**config.mk**
```make
export PLATFORM = sky130hd
export DESIGN_NAME = pe_net_interface
export DESIGN_NICKNAME = d
export VERILOG_FILES = /design/src/rtl/pe_net_interface.sv
export SDC_FILE = /design/constraint.sdc
export NUM_CORES = 1
export LEC_CHECK = 0
export BUFFER_PORTS_ARGS = -buffer_cell sky130_fd_sc_hd__buf_2
export CAP_MARGIN = 15
export CORE_ASPECT_RATIO = 0.5
export CORE_MARGIN = 2
export CORE_UTILIZATION = 54
export CTS_CLUSTER_DIAMETER = 200
export DETAILED_ROUTE_END_ITERATION = 10
export PLACE_DENSITY_LB_ADDON = 0.08
export SYNTH_ARGS = -nofsm -noshare
export SYNTH_HDL_FRONTEND = slang
export SYNTH_SLANG_ARGS = --single-unit
```
**constraint.sdc**
```tcl
create_clock -name i_sclk -period 4.3 [get_ports i_sclk]
set_input_delay 0.645 -clock i_sclk [delete_from_list [all_inputs] [get_ports i_sclk]]
set_output_delay 0.645 -clock i_sclk [all_outputs]
set_load 0.03 [all_outputs]
```
**src/rtl/pe_net_interface.sv**
```systemverilog
// Leaf-side adapter between one processing element and one leaf port of the
// butterfly-tree NoC. The TX FIFO packs {dest, payload} flits toward the switch.
// The RX FIFO keeps payloads of flits addressed to this PE. Saturating traffic
// counters and a sticky misroute flag sit alongside both paths.
module pe_net_interface #(
  parameter int DataWidth = 36,
  parameter int AddrWidth = 4,
  parameter int PeAddr    = 0,
  parameter int FifoDepth = 4
) (
  input  logic                           i_sclk,
  input  logic                           i_reset,
  input  logic [AddrWidth-1:0]           i_pe_dest,
  input  logic [DataWidth-AddrWidth-1:0] i_pe_payload,
  input  logic                           i_pe_valid,
  output logic                           o_pe_ready,
  output logic [DataWidth-1:0]           o_net_data,
  output logic                           o_net_data_valid,
  input  logic                           i_net_data_ready,
  input  logic [DataWidth-1:0]           i_net_data,
  input  logic                           i_net_data_valid,
  output logic                           o_net_data_ready,
  output logic [DataWidth-AddrWidth-1:0] o_pe_rx_payload,
  output logic                           o_pe_rx_valid,
  input  logic                           i_pe_rx_ready,
  input  logic                           i_clear_stats,
  output logic [15:0]                    o_tx_count,
  output logic [15:0]                    o_rx_count,
  output logic                           o_misroute
);

  localparam int PayloadWidth = DataWidth - AddrWidth;
  localparam int IdxWidth     = $clog2(FifoDepth);
  localparam int PtrWidth     = IdxWidth + 1;
  localparam logic [AddrWidth-1:0] PeAddrBits = AddrWidth'(PeAddr);

  // The extra pointer MSB tells full (MSBs differ) apart from empty (equal).
  function automatic logic isFull(input logic [PtrWidth-1:0] wr,
                                  input logic [PtrWidth-1:0] rd);
    return (wr[IdxWidth] != rd[IdxWidth]) &&
           (wr[IdxWidth-1:0] == rd[IdxWidth-1:0]);
  endfunction

  logic [DataWidth-1:0]    txMem [FifoDepth];
  logic [PayloadWidth-1:0] rxMem [FifoDepth];

  logic [PtrWidth-1:0] txWrPtrReg, txRdPtrReg, rxWrPtrReg, rxRdPtrReg;
  logic [PtrWidth-1:0] txWrPtrNext, txRdPtrNext, rxWrPtrNext, rxRdPtrNext;
  logic                peReadyReg, netReadyReg;
  logic [15:0]         txCountReg, rxCountReg;
  logic                misrouteReg;

  logic txEmpty, rxEmpty;
  logic txPush, txPop, rxAccept, rxDestMatch, rxPush, rxMisroute, rxPop;

  assign txEmpty     = (txWrPtrReg == txRdPtrReg);
  assign rxEmpty     = (rxWrPtrReg == rxRdPtrReg);
  assign txPush      = i_pe_valid & peReadyReg;
  assign txPop       = ~txEmpty & i_net_data_ready;
  assign rxAccept    = i_net_data_valid & netReadyReg;
  assign rxDestMatch = (i_net_data[DataWidth-1 -: AddrWidth] == PeAddrBits);
  assign rxPush      = rxAccept & rxDestMatch;
  // Misrouted flits are still handshaken so the switch never stalls on them.
  assign rxMisroute  = rxAccept & ~rxDestMatch;
  assign rxPop       = ~rxEmpty & i_pe_rx_ready;

  // Next pointer values; the registered readies are derived from them.
  always_comb begin
    txWrPtrNext = txWrPtrReg + PtrWidth'(txPush);
    txRdPtrNext = txRdPtrReg + PtrWidth'(txPop);
    rxWrPtrNext = rxWrPtrReg + PtrWidth'(rxPush);
    rxRdPtrNext = rxRdPtrReg + PtrWidth'(rxPop);
  end

  // Pointers and registered ready flags; readies stay low while in reset.
  always_ff @(posedge i_sclk or negedge i_reset) begin
    if (!i_reset) begin
      txWrPtrReg  <= '0;
      txRdPtrReg  <= '0;
      rxWrPtrReg  <= '0;
      rxRdPtrReg  <= '0;
      peReadyReg  <= 1'b0;
      netReadyReg <= 1'b0;
    end else begin
      txWrPtrReg  <= txWrPtrNext;
      txRdPtrReg  <= txRdPtrNext;
      rxWrPtrReg  <= rxWrPtrNext;
      rxRdPtrReg  <= rxRdPtrNext;
      peReadyReg  <= ~isFull(txWrPtrNext, txRdPtrNext);
      netReadyReg <= ~isFull(rxWrPtrNext, rxRdPtrNext);
    end
  end

  // FIFO storage writes; contents are meaningless once pointers are reset.
  always_ff @(posedge i_sclk) begin
    if (txPush) txMem[txWrPtrReg[IdxWidth-1:0]] <= {i_pe_dest, i_pe_payload};
    if (rxPush) rxMem[rxWrPtrReg[IdxWidth-1:0]] <= i_net_data[PayloadWidth-1:0];
  end

  // Saturating counters and sticky misroute; clear wins over same-cycle events.
  always_ff @(posedge i_sclk or negedge i_reset) begin
    if (!i_reset) begin
      txCountReg  <= '0;
      rxCountReg  <= '0;
      misrouteReg <= 1'b0;
    end else if (i_clear_stats) begin
      txCountReg  <= '0;
      rxCountReg  <= '0;
      misrouteReg <= 1'b0;
    end else begin
      if (txPop && txCountReg != 16'hFFFF) txCountReg <= txCountReg + 16'd1;
      if (rxPush && rxCountReg != 16'hFFFF) rxCountReg <= rxCountReg + 16'd1;
      if (rxMisroute) misrouteReg <= 1'b1;
    end
  end

  // First-word-fall-through heads, forced to zero when the FIFO is empty.
  assign o_net_data       = txEmpty ? '0 : txMem[txRdPtrReg[IdxWidth-1:0]];
  assign o_net_data_valid = ~txEmpty;
  assign o_pe_rx_payload  = rxEmpty ? '0 : rxMem[rxRdPtrReg[IdxWidth-1:0]];
  assign o_pe_rx_valid    = ~rxEmpty;
  assign o_pe_ready       = peReadyReg;
  assign o_net_data_ready = netReadyReg;
  assign o_tx_count       = txCountReg;
  assign o_rx_count       = rxCountReg;
  assign o_misroute       = misrouteReg;

endmodule
```
==> out/results.ini <==
[outcome]
status = complete, no violations

[detailed_routing]
wire_per_inst_um = 19.9
drt_first_pass_iters = 5
finalWirelength_mm = 24.6
drt_first_iter_violations = 468
vias_per_cell = 5.62
vias = 6941
ant_nets = 0
drcViolationCount = 0

[logic_synthesis]
synth_seq_cells = 319
synth_top_cell_by_area = edfxtp_1
synth-edff-count = 272
synthCells = 699
yosysWarnings = 0
syn_avg_cell_area_sq_um = 18.6
synth-seq-area-share_pct = 72.0
synth_nets = 788
synth_ff_type = edfxtp_1
ys_top_cells_by_area = edfxtp_1 63%, mux4_2 12%, dfrtp_1 9.1%, nor2b_1 3.8%, ha_1 0.96%
synth_top_area_share_pct = 63.0
synthesis.area_sq_um = 13000
synth_cell_types = 45
ys_async_sr_fraction_pct = 14.7

[layout]
utilization_pct = 64.2
final_nets = 987
syn_to_final_growth_pct = 17.7
mostFrequentLayoutCells = 272 x edfxtp_1, 183 x buf_2, 79 x nor2b_1
final_common_cell = edfxtp_1
drive_above_1_share_pct = 36.3

[grt]
grt_pass1_wl_mm = 38.7
grt_overflow = 0
gr-usage-all-layers_pct = 19.9
antenna_found_initial = 1
grt_pass1_vias = 7046
grt_max_degree = 45

[clock_tree]
root_buffer = clkbuf_16
cts_made_buffers = 28
cts_resized = 0
clockBufferDepth = 3
htree_num_levels = 1
clk_latency_ns = 0.55
cts.clk_slew.worst_paths_ns = 0.07
post-cts-setup-buffers = 0
cts_tree = done
postCtsHoldBufs = 0
cts.sinks = 319

[sta]
fmax_mhz = 317
rsz0062_at_grt = no
fin_skew_ns = 0.0115
period_share_pct = 73.3
hold_violations = 0
worstMarginPinSlew_ns = 0.982
max-slew-margin-rel_pct = 34.5
maxSlewViolCount = 0
final.setup.tns_ns = 0
setup_viol = 0
period_needed_ns = 3.15

[floorplanning]
die_y_um = 114
row_count = 40
die_x_um = 223
core-area_sq_um = 23800
dieArea_sq_um = 25400
initial_utilization_pct = 54.6
io_pins = 184

[power_and_ir_drop]
p_per_area_nw_per_um2 = 696
p_leak_nw = 5.52
finalPower_w = 0.0106
vdd.ir_drop.worst_mv = 0.568

[worst_setup_path]
r2r_start = rxRdPtrReg[1]$_DFF_PN0_
worst-path-max-fanout = 37
endpoint_kind = output port
worstPathArrival_ns = 2.51
crit_required_ns = 3.65
critPathKind = reg2out
start_kind = flop
cp-startpoint = txRdPtrReg[0]$_DFF_PN0_

[placement]
dp_hpwl_mm = 14.8
io_buffers = 183
finalWeightedCongestion = 0.816

[min_path]
hp-class = in2async

[flow_run]
maxCapViolCount = 0

-- sequential cells by signal, indices dropped and copies added (netlist names) --
name,cells
txMem,144
rxMem,128
o_rx_count,16
o_tx_count,16
rxRdPtrReg,3
rxWrPtrReg,3
txRdPtrReg,3
txWrPtrReg,3
o_misroute,1
o_net_data_ready,1
o_pe_ready,1
-- synth_stat cells, types with 2 or more instances --
master      n
nand2_1    15
a21oi_1    20
nor2b_1    79
clkbuf_1   17
dfrtp_1    47
o21ai_0     5
nor2_1     17
buf_6       2
mux4_2     68
nand4_1     9
nor4_2      5
xnor2_1     2
mux2_1      8
edfxtp_1  272
and2_1      2
mux2_4      2
buf_2       7
inv_1       9
nor3_1      5
xor2_1     13
and4_1      5
o31ai_1    15
buf_4       3
nand2b_1    2
nor4_4      2
nor3b_1     2
nand3_1    12
and3_1      3
ha_1       10
or4_1      14
nor4_1      6
or3_1       8
-- critical path: stages (launching register included) --
cell     delay, ns
dfrtp_2       0.38
buf_4         0.60
mux4_2        0.62
nor2b_1       0.15
buf_2         0.20
-- final timing paths --
path,to,slack (ns),cells after the start
hold / removal,o_tx_count[12]$_DFFE_PN0P_,0.09,1
hold reg to reg,o_misroute$_DFFE_PN0P_,0.50,2
setup reg to reg,o_net_data_ready$_DFF_PN0_,1.52,10
min in group i_sclk,rxMem[1][27]$_DFFE_PP_,0.31,1
max in group asynchronous,rxRdPtrReg[0]$_DFF_PN0_,3.45,2
setup / recovery,o_net_data[25],1.15,4
-- logic make-up (layout without fill, tap and decap cells) --
logic type	after synthesis	count (layout)	share of synthesized area (%)
adder cells (fa/ha/maj)	10	10	0.964
flip-flops	319	319	72.0
other	0	1	0
AO/OA/AOI/OAI	43	43	2.10
XOR/XNOR	16	16	1.14
buffers and inverters	39	259	1.40
AND/OR/NAND/NOR	193	193	9.57
multiplexers	79	79	12.8
-- metal layers --
| metal | vias to the layer above | share of wire (%) | track usage, % |
|---|---|---|---|
| met5 | - | 0.053 | 0 |
| met4 | 2 | 2.0 | 5.10 |
| met3 | 39 | 5.1 | 4.28 |
| met2 | 156 | 49 | 33.7 |
| met1 | 3547 | 44 | 26.8 |
| li1 | 3197 | - | - |
-- per-stage QoR --
| stage | std cells | worst slack (ns) | cell area [sq um] | hold WS, ns |
|---|---|---|---|---|
| detailed placement | 1183 | 1.36 | 14300 | 0.493 |
| global route | 1234 | 0.973 | 15300 | 0.128 |
| CTS | 1234 | 1.04 | 15300 | 0.0913 |
| global placement | 1183 | 1.40 | 14300 | 0.477 |
| floorplan | 699 | 0.176 | 13000 | 0.349 |
| finish | 1235 | 1.15 | 15300 | 0.0900 |
-- final cells by class --
| type | instances | area, sq um |
|---|---|---|
| diodes | 1 | 2.50 |
| clock buffers | 33 | 741 |
| clock inverters | 18 | 219 |
| fillers | 1699 | 8500 |
| inverters | 9 | 33.8 |
| multi-input cells | 341 | 3500 |
| flip-flops and latches | 319 | 9350 |
| well taps | 315 | 394 |
| repair buffers | 199 | 1040 |
-- where the power goes --
group | switching, W | internal [W] | total [W]
sequential | 0.000163 | 0.00373 | 0.00390
combinational | 0.00265 | 0.00146 | 0.00411
clock | 0.00109 | 0.00153 | 0.00262
(Power assumes the default switching activity.)
